File: config.mk
export PLATFORM = sky130hd
export DESIGN_NAME = adder_128_seq_ctrl
export DESIGN_NICKNAME = d
export VERILOG_FILES = /design/src/rtl/adder_128_seq_ctrl.sv
export SDC_FILE = /design/constraint.sdc
export NUM_CORES = 1
export LEC_CHECK = 0
export CAP_MARGIN = 15
export CORE_UTILIZATION = 50
export DETAILED_ROUTE_END_ITERATION = 8
export PLACE_DENSITY = 0.81
export SETUP_SLACK_MARGIN = 0.05
export SYNTH_ARGS = -nofsm -noshare
export SYNTH_HDL_FRONTEND = slang
export SYNTH_SLANG_ARGS = --single-unit
File: constraint.sdc
create_clock -name clk -period 2.89 [get_ports clk]
set_input_delay 0.7225 -clock clk [delete_from_list [all_inputs] [get_ports clk]]
set_output_delay 0.7225 -clock clk [all_outputs]
set_load 0.02 [all_outputs]
File: src/rtl/adder_128_seq_ctrl.sv
`default_nettype none
// ============================================================================
// Module  : adder_128_seq_ctrl
// Brief   : Drives one registered 16-bit adder slice through eight passes to
//           form a 128-bit sum, resolving inter-slice carries locally.
// Revision: 1.0 - initial release
// ============================================================================
module adder_128_seq_ctrl #(
  parameter int ADD_LAT = 2
) (
  input  logic         clk,
  input  logic         rst_n,
  input  logic         in_valid,
  output logic         in_ready,
  input  logic [127:0] in_a,
  input  logic [127:0] in_b,
  input  logic         in_cin,
  output logic         out_valid,
  input  logic         out_ready,
  output logic [127:0] out_sum,
  output logic         out_cout,
  output logic [15:0]  add_a,
  output logic [15:0]  add_b,
  output logic         add_en,
  input  logic [15:0]  add_sum,
  input  logic         add_cout
);

  localparam logic [1:0] S_IDLE  = 2'd0;
  localparam logic [1:0] S_ISSUE = 2'd1;
  localparam logic [1:0] S_DRAIN = 2'd2;
  localparam logic [1:0] S_DONE  = 2'd3;

  logic [1:0]         r_state;
  logic [1:0]         w_next_state;
  logic [127:0]       r_a;
  logic [127:0]       r_b;
  logic               r_carry;
  logic [2:0]         r_issue_idx;
  logic [2:0]         r_cap_idx;
  logic [ADD_LAT-1:0] r_sr;
  logic [127:0]       r_sum;
  logic               r_cout;

  logic               w_fire_in;
  logic               w_cap;
  logic               w_cap_last;
  logic [6:0]         w_issue_base;
  logic [6:0]         w_cap_base;
  logic [15:0]        w_slice_sum;
  logic               w_carry_next;

  assign w_fire_in    = in_valid && (r_state == S_IDLE);
  // Only the internal enable history marks valid slice returns; the slice
  // pipeline itself is unreset and may hold stale data.
  assign w_cap        = r_sr[ADD_LAT-1] && ((r_state == S_ISSUE) || (r_state == S_DRAIN));
  assign w_cap_last   = w_cap && (r_cap_idx == 3'd7);
  assign w_issue_base = {r_issue_idx, 4'b0000};
  assign w_cap_base   = {r_cap_idx, 4'b0000};
  assign w_slice_sum  = add_sum + {15'd0, r_carry};
  assign w_carry_next = add_cout | ((&add_sum) & r_carry);

  always_ff @(posedge clk or negedge rst_n) begin
    if (!rst_n) begin
      r_state <= S_IDLE;
    end else begin
      r_state <= w_next_state;
    end
  end

  always_comb begin
    w_next_state = r_state;
    case (r_state)
      S_IDLE:  if (w_fire_in) w_next_state = S_ISSUE;
      S_ISSUE: if (r_issue_idx == 3'd7) w_next_state = S_DRAIN;
      S_DRAIN: if (w_cap_last) w_next_state = S_DONE;
      S_DONE:  if (out_ready) w_next_state = S_IDLE;
      default: w_next_state = S_IDLE;
    endcase
  end

  always_comb begin
    in_ready  = 1'b0;
    out_valid = 1'b0;
    add_en    = 1'b0;
    add_a     = 16'd0;
    add_b     = 16'd0;
    case (r_state)
      S_IDLE:  in_ready = 1'b1;
      S_ISSUE: begin
        add_en = 1'b1;
        add_a  = r_a[w_issue_base +: 16];
        add_b  = r_b[w_issue_base +: 16];
      end
      S_DONE:  out_valid = 1'b1;
      default: ;
    endcase
  end

  always_ff @(posedge clk or negedge rst_n) begin
    if (!rst_n) begin
      r_a         <= '0;
      r_b         <= '0;
      r_carry     <= 1'b0;
      r_issue_idx <= 3'd0;
      r_cap_idx   <= 3'd0;
      r_sr        <= '0;
      r_sum       <= '0;
      r_cout      <= 1'b0;
    end else begin
      r_sr[0] <= add_en;
      for (int k = 1; k < ADD_LAT; k++) begin
        r_sr[k] <= r_sr[k-1];
      end
      if (w_fire_in) begin
        r_a         <= in_a;
        r_b         <= in_b;
        r_carry     <= in_cin;
        r_issue_idx <= 3'd0;
        r_cap_idx   <= 3'd0;
      end else begin
        if (r_state == S_ISSUE) begin
          r_issue_idx <= r_issue_idx + 3'd1;
        end
        if (w_cap) begin
          r_sum[w_cap_base +: 16] <= w_slice_sum;
          r_carry                 <= w_carry_next;
          r_cap_idx               <= r_cap_idx + 3'd1;
          if (r_cap_idx == 3'd7) begin
            r_cout <= w_carry_next;
          end
        end
      end
    end
  end

  assign out_sum  = r_sum;
  assign out_cout = r_cout;

endmodule
`default_nettype wire

==> impl_metrics.env <==
export IMPL_viasPerCell=5.611
export IMPL_syn_area_per_cell_um2=9.932
export IMPL_drt_iter0_markers=1249
export IMPL_whs_ns=0.1316
export IMPL_tightestPinTransition_ns=0.8063
export IMPL_crit_required_ns=2.17
export IMPL_synth_async_reset_ratio_pct=100.0
export IMPL_relSlewSlack_pct=45.86
export IMPL_vias=15263
export IMPL_ys_flop_type="dfrtp_1"
export IMPL_dieArea_mm2=0.03577
export IMPL_synth_seq_area_share_pct=56.59
export IMPL_drtAntennaViolNets=0
export IMPL_fp_dieH_um=189.1
export IMPL_coreArea_mm2=0.03454
export IMPL_clkPwrFrac_pct=21.9
export IMPL_worstPathMaxFanout=6
export IMPL_row_count=68
export IMPL_fin_crit_sh_pct=104.9
export IMPL_clkLatencyLatePin_ns=0.53
export IMPL_crit_path_cell_trace="buf_12 > buf_16 > buf_4 > mux4_2 > mux2i_1 > nor2b_1 > buf_2"
export IMPL_worstSetupEndpointType="output pin"
export IMPL_p_leak_uw=0.01139
export IMPL_hold_violations=0
export IMPL_cts_sinks=396
export IMPL_io_buffers=441
export IMPL_initial_core_util_pct=50.69
export IMPL_grt_pass1_wl_um=88290
export IMPL_violations="negative setup slack"
export IMPL_status="finished, violations left"
export IMPL_p_comb_share_pct=40.5
export IMPL_max_freq_mhz=329.9
export IMPL_cts_htree_levels=2
export IMPL_cts_hold_buf=0
export IMPL_synth_area_leader_cell="dfrtp_1"
export IMPL_final_setup_worst_slack_ns=-0.1412
export IMPL_fin_area_mm2=0.02435
export IMPL_setup_worst_path_class="reg2out"
export IMPL_grt_remaining_overflow=0
export IMPL_skew_ns=0.01373
export IMPL_pin_count=442
export IMPL_ys_top_cells_by_area="dfrtp_1 57%, nand2_1 18%, mux4_2 8.2%, mux2i_1 2.2%, clkbuf_1 1.7%"
export IMPL_fp_dieW_um=189.1
export IMPL_gp_congestion=0.9811
export IMPL_setup_violations=31
export IMPL_internal_power_uw=15270
export IMPL_hp_class="in2async"
export IMPL_ir_worst_vdd_mv=0.5702
export IMPL_sequentialPowerShare_pct=37.6
export IMPL_start_kind="register"
export IMPL_cts_path_max_buffers=3
export IMPL_yosysTopAreaCellShare_pct=56.59
export IMPL_yosys_top_cells_count="833 x nand2_1, 396 x dfrtp_1, 81 x clkbuf_1"
export IMPL_drv_cap=0
export IMPL_drive_gt1_share_pct=13.00
export IMPL_p_per_area_mw_per_mm2=988.7
export IMPL_switchingPower_uw=8803
export IMPL_drc=0
export IMPL_yosysWarningCount=0
export IMPL_fin_nets=2510
export IMPL_critPathMaxStageDelay_ns=0.52
export IMPL_syn_inst=1763
export IMPL_wl_per_cell_um=21.22
export IMPL_dr_pass1_iters=7
export IMPL_critPathSlowestCell="dfrtp_4"
export IMPL_drt_total_wl_um=57720
export IMPL_p_sw_share_pct=36.56
export IMPL_dp_hpwl_um=39830
export IMPL_yosysMostFrequentCell="nand2_1"
export IMPL_postPlaceCellArea_mm2=0.02272
export IMPL_grt_max_degree=157
export IMPL_critPathBufInv=4
export IMPL_cts_tree="yes"
export IMPL_synthDistinctLibCells=43
export IMPL_antenna_found_initial=22
export IMPL_synth_edf_count=0
export IMPL_final_max_slew_viol_count=0
export IMPL_grt_setup_unrepaired="yes"
export IMPL_ys_seq_elements=396
export IMPL_cts_inserted_buffers=41
export IMPL_ff2ff_setup_slack_ns=0.34
export IMPL_area_growth_syn_to_layout_pct=39.07
export IMPL_grt_pass1_vias=15564
export IMPL_clk_pin_slew_ns=0.06
export IMPL_grt_total_usage_pct=32.39
export IMPL_syn_nets=2055
export IMPL_cts_root_buf="clkbuf_16"
export IMPL_syn_area_mm2=0.01751
export IMPL_crit_family="buffers and inverters"
export IMPL_period_needed_ns=3.031
export IMPL_crit_arrival_ns=2.31
-- placed cells by master (no fill, tap or decap), drive strengths merged, types with 2 or more instances in the layout --
cell / netlist / final
nand2: 833 / 833
nor4: 5 / 5
a21oi: 16 / 16
clkbuf: 81 / 65
inv: 15 / 16
bufinv: 0 / 2
o31ai: 14 / 14
nor2: 32 / 32
nor3: 14 / 14
mux4: 64 / 64
mux2: 25 / 25
buf: 23 / 108
a22o: 12 / 12
o2bb2ai: 21 / 21
nand4: 8 / 8
nor2b: 34 / 34
mux2i: 39 / 39
ha: 14 / 14
dfrtp: 396 / 396
or2: 9 / 9
nand3: 11 / 11
xnor2: 13 / 13
clkdlybuf4s50: 0 / 407
a21o: 2 / 2
diode: 0 / 18
clkinv: 0 / 4
or3: 8 / 8
nand2b: 2 / 2
o21ai: 61 / 61
and2: 2 / 2
-- metrics by stage --
stage | setup WS (ns) | TNS [ns] | power [uW] | std cells | utilization, %
after floorplan | 0.4391 | 0 | 14280 | 1763 | -
after global placement | -0.0004536 | -0.0004536 | 17560 | 2615 | 65.77
after detailed placement | -0.01260 | -0.01260 | 17930 | 2615 | 65.77
after CTS | -0.1350 | -2.800 | 23880 | 2701 | 70.28
after global routing | -0.2028 | -4.581 | 25300 | 2720 | 70.50
final | -0.1412 | -2.626 | 24080 | 2720 | 70.50
-- worst register-to-register path, cell delays in order (launching register included) --
cell,delay (ns)
dfrtp_1,0.46
inv_1,0.11
ha_1,0.19
ha_1,0.37
or4b_4,0.51
nor4_4,0.14
buf_4,0.20
buf_4,0.25
mux2i_1,0.25
-- logic make-up after synthesis --
| family | Yosys count | share of synthesized area [%] |
|---|---|---|
| XOR/XNOR | 14 | 0.7003 |
| multiplexers | 128 | 12.07 |
| AND/OR/NAND/NOR | 961 | 22.14 |
| AO/OA/AOI/OAI | 131 | 4.752 |
| buffers and inverters | 119 | 2.751 |
| flip-flops | 396 | 56.59 |
| adder cells (fa/ha/maj) | 14 | 1.000 |
-- cell type report --
| cell class | instances | area (um2) |
|---|---|---|
| inverters | 15 | 56.30 |
| fillers | 2469 | 10190 |
| multi-input cells | 1248 | 7184 |
| clock inverters | 7 | 92.59 |
| clock buffers | 65 | 1239 |
| well taps | 455 | 569.3 |
| repair buffers | 516 | 5250 |
| diodes | 18 | 45.04 |
| flip-flops and latches | 396 | 9916 |
-- flip-flops by register name, indices dropped and copies added (netlist names) --
register and cells:
r_state 2, out_cout 1, r_issue_idx 3, r_carry 1, r_b 128, out_sum 128
r_a 128, r_cap_idx 3, r_sr 2
-- metal layers --
metal	up-vias	part of all wire [%]	track usage (%)
li1	6718	-	-
met5	-	0.066	0
met3	148	9.2	6.766
met1	7504	37	42.07
met2	887	49	52.67
met4	6	4.4	14.45
-- final timing paths --
check	start	endpoint	cells after the start
max	r_issue_idx[0]	add_b[7]	7
min reg2reg	r_sr[0]	r_sr[1]	0
min in group clk	r_sr[0]	r_sr[1]	0
max reg2reg	r_cap_idx[1]	out_sum[74]	8
max in group asynchronous	rst_n	r_b[58]	2
min	rst_n	out_sum[115]	1
-- power groups by stage --
stage               registers, uW  logic (uW)  clock network, uW
floorplan                    8770        5510                  0
global placement             8870        8690                  0
detailed placement           8930        9000                  0
CTS                          8930        9620               5330
global route                 9190       10500               5560
finish                       9050        9750               5270
-- timing repair --
action,CTS,global route
resized for setup,171,14
setup buffers,8,3
cloned,6,0
setup endpoints to repair,32,33
No activity file was read; power rests on OpenSTA's default activity.
